File: src/rtl/earom_upload.sv
// Streams the EAROM shadow image back to the HPS over the ioctl upload channel,
// holding the game CPU paused while the upload is active.
module earom_upload #(
    parameter logic [7:0] INDEX       = 8'd4,
    parameter int         ADDR_W      = 6,
    parameter int         DEPTH       = 64,
    parameter int         RAM_LATENCY = 2,
    parameter int         SETTLE      = 16
) (
    input  logic              clk_sys,
    input  logic              reset_n,
    input  logic              ioctl_upload,
    input  logic [7:0]        ioctl_index,
    input  logic              ioctl_rd,
    input  logic [24:0]       ioctl_addr,
    output logic [7:0]        ioctl_din,
    output logic              ioctl_wait,
    output logic              pause_o,
    output logic [ADDR_W-1:0] ram_addr,
    output logic              ram_rd,
    input  logic [7:0]        ram_dout,
    output logic              active_o
);

    localparam int          CW          = $clog2(SETTLE + 1);
    localparam logic [CW-1:0] SETTLE_LAST = CW'(SETTLE - 1);
    localparam logic [2:0]  LAT_LAST    = 3'(RAM_LATENCY);
    localparam logic [24:0] DEPTH_A     = 25'(DEPTH);

    typedef enum logic [1:0] {IDLE, SETTLE_S, READY, FETCH} state_t;

    state_t              state_q, state_d;
    logic                upload_q;
    logic [CW-1:0]       cnt_q, cnt_d;
    logic [2:0]          lat_q, lat_d;
    logic                pend_q, pend_d;
    logic                pend_ok_q, pend_ok_d;
    logic [ADDR_W-1:0]   pend_addr_q, pend_addr_d;
    logic [7:0]          din_q, din_d;
    logic                wait_q, wait_d;
    logic                pause_q, pause_d;
    logic                active_q, active_d;
    logic [ADDR_W-1:0]   ram_addr_q, ram_addr_d;
    logic                ram_rd_q, ram_rd_d;

    logic                in_range;
    logic                rd_pend, rd_ok;
    logic [ADDR_W-1:0]   rd_addr;

    assign in_range = (ioctl_addr < DEPTH_A);

    always_ff @(posedge clk_sys or negedge reset_n) begin
        if (!reset_n) begin
            state_q     <= IDLE;
            upload_q    <= 1'b0;
            cnt_q       <= '0;
            lat_q       <= '0;
            pend_q      <= 1'b0;
            pend_ok_q   <= 1'b0;
            pend_addr_q <= '0;
            din_q       <= 8'hFF;
            wait_q      <= 1'b0;
            pause_q     <= 1'b0;
            active_q    <= 1'b0;
            ram_addr_q  <= '0;
            ram_rd_q    <= 1'b0;
        end else begin
            state_q     <= state_d;
            upload_q    <= ioctl_upload;
            cnt_q       <= cnt_d;
            lat_q       <= lat_d;
            pend_q      <= pend_d;
            pend_ok_q   <= pend_ok_d;
            pend_addr_q <= pend_addr_d;
            din_q       <= din_d;
            wait_q      <= wait_d;
            pause_q     <= pause_d;
            active_q    <= active_d;
            ram_addr_q  <= ram_addr_d;
            ram_rd_q    <= ram_rd_d;
        end
    end

    always_comb begin
        state_d     = state_q;
        cnt_d       = cnt_q;
        lat_d       = lat_q;
        pend_d      = pend_q;
        pend_ok_d   = pend_ok_q;
        pend_addr_d = pend_addr_q;
        din_d       = din_q;
        wait_d      = wait_q;
        pause_d     = pause_q;
        active_d    = active_q;
        ram_addr_d  = ram_addr_q;
        ram_rd_d    = 1'b0;
        rd_pend     = pend_q;
        rd_ok       = pend_ok_q;
        rd_addr     = pend_addr_q;

        if (!ioctl_upload) begin
            // Upload end abandons any in-flight fetch; ioctl_din keeps its last value.
            state_d  = IDLE;
            wait_d   = 1'b0;
            pause_d  = 1'b0;
            active_d = 1'b0;
            pend_d   = 1'b0;
        end else begin
            case (state_q)
                IDLE: begin
                    if (!upload_q && ioctl_index == INDEX) begin
                        state_d  = SETTLE_S;
                        cnt_d    = '0;
                        pend_d   = 1'b0;
                        pause_d  = 1'b1;
                        active_d = 1'b1;
                        wait_d   = 1'b1;
                    end
                end
                SETTLE_S: begin
                    // The HPS may ignore wait here; hold one early read for READY entry.
                    if (ioctl_rd && !pend_q) begin
                        rd_pend = 1'b1;
                        rd_ok   = in_range;
                        rd_addr = ioctl_addr[ADDR_W-1:0];
                    end
                    pend_d      = rd_pend;
                    pend_ok_d   = rd_ok;
                    pend_addr_d = rd_addr;
                    if (cnt_q == SETTLE_LAST) begin
                        pend_d = 1'b0;
                        if (rd_pend && rd_ok) begin
                            state_d    = FETCH;
                            ram_rd_d   = 1'b1;
                            ram_addr_d = rd_addr;
                            lat_d      = '0;
                        end else begin
                            state_d = READY;
                            wait_d  = 1'b0;
                            if (rd_pend) din_d = 8'hFF;
                        end
                    end else begin
                        cnt_d = cnt_q + 1'b1;
                    end
                end
                READY: begin
                    if (ioctl_rd) begin
                        if (in_range) begin
                            state_d    = FETCH;
                            ram_rd_d   = 1'b1;
                            ram_addr_d = ioctl_addr[ADDR_W-1:0];
                            wait_d     = 1'b1;
                            lat_d      = '0;
                        end else begin
                            din_d = 8'hFF;
                        end
                    end
                end
                FETCH: begin
                    if (lat_q == LAT_LAST) begin
                        din_d   = ram_dout;
                        wait_d  = 1'b0;
                        state_d = READY;
                    end else begin
                        lat_d = lat_q + 1'b1;
                    end
                end
                default: state_d = IDLE;
            endcase
        end
    end

    assign ioctl_din  = din_q;
    assign ioctl_wait = wait_q;
    assign pause_o    = pause_q;
    assign active_o   = active_q;
    assign ram_addr   = ram_addr_q;
    assign ram_rd     = ram_rd_q;

endmodule

File: config.mk
export PLATFORM = sky130hd
export DESIGN_NAME = earom_upload
export DESIGN_NICKNAME = d
export VERILOG_FILES = /design/src/rtl/earom_upload.sv
export SDC_FILE = /design/constraint.sdc
export NUM_CORES = 1
export LEC_CHECK = 0
export BUFFER_PORTS_ARGS = -buffer_cell sky130_fd_sc_hd__buf_2
export CAP_MARGIN = 20
export CORE_MARGIN = 8
export CORE_UTILIZATION = 29
export DETAILED_ROUTE_END_ITERATION = 8
export HOLD_SLACK_MARGIN = 0.02
export PLACE_DENSITY = 0.57
export SLEW_MARGIN = 15
export SYNTH_ARGS = -nofsm -noshare
export SYNTH_HDL_FRONTEND = slang
export SYNTH_SLANG_ARGS = --single-unit
File: constraint.sdc
create_clock -name clk_sys -period 3.11 [get_ports clk_sys]
set_clock_uncertainty 0.2 [all_clocks]
set_input_delay 0.933 -clock clk_sys [delete_from_list [all_inputs] [get_ports clk_sys]]
set_output_delay 0.933 -clock clk_sys [all_outputs]
set_load 0.1 [all_outputs]
==> results.md, run 1 <==
- After synthesis the cells add up to 0.001983 mm^2.
- After routing, the total negative slack on setup checks comes to 0 ns.
- The hold violation total from the final report is 0.
- Counting instances, the worst hold path has a depth of 2.
- For this run, the post-layout net count is 296.
- The placement row count is 30.
- The source-to-sink clock delay at the later pin of the worst-skew pair is roughly 0.28 ns.
- In this design, the stage delay of the slowest critical-path cell is roughly 0.47 ns.
- The clock input transition at the sequential cells of the worst setup and hold paths is ~0.07 ns.
- The total overflow left after global routing is 0.
- The clock tree from TritonCTS is yes.
- The number of different library cells in the post-synthesis netlist is 43.
- The cell sitting at the root of the clock tree is a sky130_fd_sc_hd__clkbuf_8.
- The remaining max-slew budget at the tightest pin is 0.4530.
- The number of design rule violations left after detail routing is 0.
- The flow ran to the end, and the final reports show no timing, DRC or antenna violations.
- The number of antenna diodes is 0.
- Synthesis inferred 36 register bits.
- The maximum number of pins on one net before global-route repair is 37.
- For this run, the register share of the synthesized area comes to 0.4593.
- The number of antenna violations at the first check in global routing is 0.
- Of the available clock period, the critical path in the final layout requires 0.8869.
- The share of total power dissipated in the clock network is 0.186.
- The number of vias in the routed layout is around 1,500.
- Counting buffers and inverters, the worst setup path is 8 cells deep.
- The minimum clock period after layout is roughly 2.8 ns.
- The worst reg-to-reg setup slack is around 0.35 ns.
- The clock net in this run drives a total of 36 sinks.
- Buffers placed on the I/O ports in this run total between 60 and 70.
- Setup repair after global routing left no endpoint under its margin.
- The mean cell area of the mapped netlist is 11.20 um^2.
- Detailed placement finished with a half-perimeter wire length of between 3000 and 4000 um.
- The critical path data required time is 3.13 ns.
- The leakage power summed over all cells is about 1.1 nW.
- Summing all multi-input logic gate instances after layout gives between 0.001 and 0.0015 mm^2.
- The logic depth of the worst register-to-register path is 8.
- The maximum fanout encountered on the critical timing path is 8.
- The worst hold path begins at cnt_q[4].
- In this run, synthesis inferred 0 flip-flops with an integrated enable.
- The worst register-to-register path begins at cnt_q[0].
- The core region area is around 0.0067 mm^2.
- The peak ir drop on the vdd network is between 0.0003 and 0.0004 V.
- The die width is 98.70 um.
- The largest individual stage delay along the critical path comes from the cell sky130_fd_sc_hd__nand4b_1.
- The kind of end point of the critical path is a register.
- The logic gate share of total power is 0.497.
- The hold-critical path endpoint is cnt_q[4].
- Of the cells placed in the final design, the portion with a size suffix greater than 1 is 0.4672.
- The tool flagged a number of max-cap violations equal to 0.
- The starting DRC count in detailed routing is 34.
- In this run the power density over the cells is about 880 mW/mm^2.
- The chip height is slightly below 100 um.
- The sequential fraction of design power is 0.317.
- The floorplan die area is a little under 0.01 mm^2.
- The post-synthesis to final-layout area growth is 25.11%.
- Fill cells in the final layout number roughly 670.
- In this run, post-CTS repair resized a total of 0 instances.
- During I/O placement, the number of pins put on the boundary was 63.
- The data arrival at the endpoint of the critical path is 2.77 ns.
- Setup violations remaining at the end of the flow were counted as 0.
- The total wire length after detailed routing is 4545 um.
- For the pin with the worst max-slew slack, the measured transition is around 0.82 ns.
- The congestion estimate from routability-driven global placement came to 0.8095.
- The number of slew-limit violations in the final report is 0.
- The share of synthesized flip-flops with an asynchronous set or reset is 1.000.
- The first global-routing pass estimated between 7000 and 8000 um of wire.
- For this design, the CTS-stage hold fixing added 0 buffers.
- The startpoint-to-endpoint class of the critical path is reg -> reg.
- Measured on the finished design, the core utilization comes to 0.3693.
- The first detailed-routing pass ran for 4 iterations.
- The worst hold path belongs to the class reg -> reg.
- The commonest non-fill, non-tap cell in the layout is sky130_fd_sc_hd__buf_2.
- The reg-to-reg endpoint is ioctl_din[4].
- The launching element type of the critical path is a register.
- The longest clock path from root to sink contains 2 buffers.
- The via count of the first global-routing pass was roughly 1,600.
- The achievable clock frequency is 362.6 MHz.
- For this run, the number of Yosys warnings is 0.
- The share of total power consumed by net switching is 0.4606.
- The buffering stage count on the worst path with inverters included is 0.
- The most common cell type on the critical path is sky130_fd_sc_hd__ha_1.
- The clock tree synthesis step divided the H-tree into 2 levels.
- The routed via count divided by cell count is 4.762.
- The global-route total usage across every layer is 0.09752.
- The internal portion of total power is approximately 0.0012 W.
- The commonest register cell after synthesis is sky130_fd_sc_hd__dfrtp_1.
- In this run the power spent charging and discharging nets is 0.001007 W.
- The routed wire length per instance is roughly 14 um.
- The number of buffers added for setup after CTS is 0.
- The number of nets with antenna violations after detailed routing is 0.
- The number of instances in the synthesized netlist is between 150 and 200.
- The number of nets in the synthesized netlist is 230.
- The clock buffer count from CTS is 5.
- The critical path's top delay family is simple AND/OR/NAND/NOR gates.
- Traced cell by cell, the critical path runs through ha_1, and3_1, ha_1, nand2b_1, o21ai_0, nor3_1, nand4b_1, mux2_2.
- The top cell types in the final layout, fill and taps aside, are sky130_fd_sc_hd__buf_2 (62), sky130_fd_sc_hd__dfrtp_1 (28), sky130_fd_sc_hd__mux2_2 (21), sky130_fd_sc_hd__nand2_1 (16).
- The sequential cells in the finished layout cover a total of ~900 um^2.
- For this configuration, the core starts out at a cell density of 0.2952.
## how the worst max path moves through the flow
| stage | startpoint | slack [ns] | endpoint |
|---|---|---|---|
| floorplan | ioctl_addr[14] | 0.43 | ram_addr[0] |
| global placement | ioctl_addr[14] | 0.16 | ram_addr[1] |
| detailed placement | ioctl_addr[22] | 0.12 | ram_addr[1] |
| CTS | cnt_q[0] | 0.33 | ioctl_din[2] |
| global route | cnt_q[0] | 0.05 | ioctl_din[3] |
| finish | cnt_q[0] | 0.35 | ioctl_din[4] |
## worst register-to-register path: cells and delay by family (launching register included)
kind,cells,cell delay (ns)
mux,1,0.43
simple gates,4,1.13
flops,1,0.38
compound gates,1,0.13
fa+ha+maj,2,0.40
## flip-flops by register name (all words and copies together), names as in the netlist
register and cells:
ioctl_din 8, pend_addr_q 6, ram_addr 6, cnt_q 5, lat_q 3, state_q 2, active_o 1, ioctl_wait 1
pend_ok_q 1, pend_q 1, ram_rd 1, upload_q 1
## metrics by stage
stage	hold slack (ns)	area, um^2	setup slack [ns]	instances	total power [W]
after floorplan	0.2498	1983	0.4337	177	0.001598
after global placement	0.2707	2374	0.1613	316	0.001787
after detailed placement	0.2723	2374	0.1233	316	0.001796
after CTS	0.3062	2481	0.3255	324	0.002220
after global routing	0.3184	2481	0.05013	324	0.002330
final	0.2939	2481	0.3519	324	0.002185
## area by class of cell
type | instances | area share
Inverter | 8 | 0.01210
Tap cell | 80 | 0.04034
Timing Repair Buffer | 64 | 0.1311
Clock buffer | 6 | 0.02925
Clock inverter | 2 | 0.01412
Sequential cell | 36 | 0.3671
Multi-Input combinational cell | 128 | 0.4060
## power groups by stage
stage / clock, W / sequential [W] / combinational, W
final: 0.000406 / 0.000693 / 0.00109
after global routing: 0.000453 / 0.000714 / 0.00116
after CTS: 0.000429 / 0.000695 / 0.00110
after detailed placement: 0 / 0.000700 / 0.00110
after global placement: 0 / 0.000700 / 0.00109
after floorplan: 0 / 0.00114 / 0.000456
## cell usage after synthesis, drive strengths merged (2+ instances only)
master / n / area, um^2
a22o: 2 / 17.52
nor3: 5 / 25.02
nor4: 7 / 83.83
nand2: 17 / 66.32
inv: 8 / 30.03
nor2: 10 / 37.54
a211oi: 3 / 22.52
nand2b: 10 / 62.56
o22ai: 2 / 12.51
or3: 2 / 12.51
buf: 4 / 31.27
dfrtp: 28 / 700.7
a21oi: 2 / 10.01
nand3: 7 / 40.04
nand4b: 2 / 17.52
ha: 8 / 100.1
xor2: 2 / 17.52
o21ai: 6 / 33.78
mux2: 27 / 326.6
dfstp: 8 / 210.2
and3: 2 / 12.51
nor2b: 2 / 12.51
## kinds of logic (layout without fill, tap and decap cells)
family,Yosys count,in the layout,synth area share
adder cells (fa/ha/maj),8,8,0.05048
AO/OA/AOI/OAI,22,22,0.07572
AND/OR/NAND/NOR,68,68,0.2032
flip-flops,36,36,0.4593
XOR/XNOR,2,2,0.008834
buffers and inverters,13,80,0.03280
multiplexers,28,28,0.1697
## layer usage
layer,wire (um),vias to the layer above,GRT usage
li1,-,766,-
met1,2004,739,0.1098
met2,2258,34,0.1659
met3,249,4,0.03383
met4,33,0,0.03660
met5,0,-,0
Note: power is estimated with default switching activity, not from simulation.
==> run 2, diff against run 1 <==
--- a/config.mk
+++ b/config.mk
@@ -7,7 +7,7 @@
 export LEC_CHECK = 0
 export BUFFER_PORTS_ARGS = -buffer_cell sky130_fd_sc_hd__buf_2
 export CAP_MARGIN = 20
-export CORE_MARGIN = 8
+export CORE_MARGIN = 3
 export CORE_UTILIZATION = 29
 export DETAILED_ROUTE_END_ITERATION = 8
 export HOLD_SLACK_MARGIN = 0.02
@@ -16,3 +16,4 @@
 export SYNTH_ARGS = -nofsm -noshare
 export SYNTH_HDL_FRONTEND = slang
 export SYNTH_SLANG_ARGS = --single-unit
+export TNS_END_PERCENT = 50
==> results.md, run 2 (synthesis results as in run 1) <==
- Result of the run: finished clean (unchanged).
- The final critical-path share of the clock period came to 0.8773 (was 0.8869).
- The maximum number of pins on one net before global-route repair was 37 (unchanged).
- The critical path data required time is 3.12 ns (was 3.13 ns).
- The number of design rule violations left after detail routing is 0 (unchanged).
- The number of antenna violations at the first check in global routing is 0 (unchanged).
- The launching element type of the critical path is a register (unchanged).
- The layout cell share with drive strength beyond 1 is 0.4735 (was 0.4672).
- The post-cts hold buffer count is 0 (unchanged).
- The number of nets with antenna violations after detailed routing was 0 (unchanged).
- The kind of end point of the critical path is a register (unchanged).
- The global-route total usage across every layer came to 0.1192 (was 0.09752).
- The wire length of the first global-routing pass is 7362 um (was 7672 um).
- Most frequent cells in the layout: sky130_fd_sc_hd__buf_2 (62), sky130_fd_sc_hd__dfrtp_1 (28), sky130_fd_sc_hd__mux2_2 (21), sky130_fd_sc_hd__nand2_1 (16) (unchanged).
- The buffer cell driving the clock tree root is sky130_fd_sc_hd__clkbuf_8 (unchanged).
- The total of cells resized after clock tree synthesis is 0 (unchanged).
- The number of slew-limit violations in the final report is 0 (unchanged).
- The first-pass iteration count of the detailed router is 4 (unchanged).
- The number of flip-flops in the largest register came to 8 (unchanged).
- The class of the tightest hold or removal check is reg -> reg (unchanged).
- The achievable clock frequency is 366.5 MHz (was 362.6 MHz).
- The startpoint-to-endpoint class of the critical path is reg -> reg (unchanged).
- The final global-route overflow total is 0 (unchanged).
- The via count of the first global-routing pass was 1,639 (was 1,616).
- The chip height is 88.70 um (was 98.70 um).
- The maximum fanout encountered on the critical timing path was 8 (unchanged).
- The core region area was 0.006495 mm^2 (was 0.006719 mm^2).
- The total wire length after detailed routing is 4317 um (was 4545 um).
- The clock tree from TritonCTS is yes (unchanged).
- The number of maximum-capacitance constraint violations was 0 (unchanged).
- The minimum clock period after layout came to 2.728 ns (was 2.758 ns).
- The power per unit of standard cell area was 883.0 mW/mm^2 (was 880.8 mW/mm^2).
- The routed wire length per instance came to 13.41 um (was 14.03 um).
- The data arrival at the endpoint of the critical path is 2.74 ns (was 2.77 ns).
- Unrepaired setup endpoints after global routing: false (unchanged).
- The number of buffers added for setup after CTS came to 0 (unchanged).
- The source-to-sink clock delay at the later pin of the worst-skew pair is 0.28 ns (about the same).
- The final-report setup violation count is 0 (unchanged).
- The global placer's final weighted congestion is 0.8842 (was 0.8095).
- The peak ir drop on the vdd network came to 0.0003780 V (was 0.0003954 V).
- The number of top-level pins is 63 (unchanged).
- The routed via count divided by cell count was 4.761 (was 4.762).
- The number of antenna diodes is 0 (unchanged).
- The number of clock sinks is 36 (unchanged).
- The final sum of negative setup slack is 0 ns (unchanged).
- The transition time at the pin with the least slew margin was 0.7853 ns (was 0.8205 ns).
- The clock input transition at the sequential cells of the worst setup and hold paths came to 0.07 ns (about the same).
- The worst-case clock buffer depth is 2 (unchanged).
- The placement row count is 29 (was 30).
- The floorplan die area is 0.007867 mm^2 (was 0.009741 mm^2).
- The detailed placement HPWL is 3299 um (was 3473 um).
- The die width is 88.70 um (was 98.70 um).
- The leakage power summed over all cells was 1.150 nW (was 1.146 nW).
- The hold violation total from the final report was 0 (unchanged).
- The number of H-tree branching levels is 2 (unchanged).
- The clock buffer count from CTS was 5 (unchanged).
- The final-stage net count was 297 (was 296).
- The initial core utilization was 0.3053 (was 0.2952).
- The commonest non-fill, non-tap cell in the layout was sky130_fd_sc_hd__buf_2 (unchanged).
- The number of input and output port buffers inserted is 62 (unchanged).
- The post-synthesis to final-layout area growth came to 25.49% (was 25.11%).
- The remaining max-slew budget at the tightest pin was 0.4765 (was 0.4530).
- The post-layout utilization of the core is 0.3832 (was 0.3693).
- The number of vias in the routed layout is 1,533 (was 1,543).
- The starting DRC count in detailed routing is 65 (was 34).
run 2: critical path, stage by stage, from the launching register on:
cell and delay [ns]:
sky130_fd_sc_hd__dfrtp_1 0.39, sky130_fd_sc_hd__ha_1 0.17, sky130_fd_sc_hd__and3_1 0.15, sky130_fd_sc_hd__ha_1 0.24, sky130_fd_sc_hd__nand2b_1 0.20, sky130_fd_sc_hd__o21ai_0 0.13, sky130_fd_sc_hd__nor3_1 0.28, sky130_fd_sc_hd__nand4b_1 0.47
sky130_fd_sc_hd__mux2_2 0.43
run 2: path summary, 6_finish.rpt:
| path | from | cells past startpoint | end | slack, ns |
|---|---|---|---|---|
| min in group asynchronous | reset_n | 1 | pend_addr_q[2] | 0.52 |
| worst max-delay path | cnt_q[0] | 8 | ioctl_din[6] | 0.38 |
| worst min register to register | cnt_q[4] | 2 | cnt_q[4] | 0.29 |
| worst max register to register | cnt_q[0] | 8 | ioctl_din[6] | 0.38 |
| worst min-delay path | cnt_q[4] | 2 | cnt_q[4] | 0.29 |
| max in group asynchronous | reset_n | 1 | upload_q | 1.68 |
run 2: routing by layer:
| metal | track usage | vias to the layer above | routed length, um |
|---|---|---|---|
| li1 | - | 766 | - |
| met1 | 0.1432 | 736 | 1873 |
| met2 | 0.2065 | 29 | 2240 |
| met3 | 0.03259 | 2 | 186 |
| met4 | 0.03709 | 0 | 17 |
| met5 | 0 | - | 0 |
run 2: final cells by class:
class | count | area, um^2
Fill cell | 639 | 4006
Multi-Input combinational cell | 128 | 1007
Sequential cell | 36 | 910.9
Timing Repair Buffer | 65 | 332.8
Tap cell | 77 | 96.34
Clock buffer | 5 | 68.82
Clock inverter | 3 | 42.54
Inverter | 8 | 30.03
run 2: through the flow:
stage               instances  worst slack, ns  cell area (um^2)  hold slack (ns)  power (W)
floorplan                 177           0.4337              1983           0.2498   0.001598
detailed placement        314           0.1381              2377           0.2718   0.001812
global route              322           0.1271              2489           0.3137   0.002339
CTS                       322           0.3471              2489           0.2882   0.002234
global placement          314           0.1625              2377           0.2749   0.001797
finish                    322           0.3816              2489           0.2861   0.002197
run 2: power breakdown:
group | switching, W | internal (W)
Sequential | 0.0000833 | 0.000611
Clock | 0.000170 | 0.000237
Combinational | 0.000760 | 0.000336
Total | 0.00101 | 0.00118
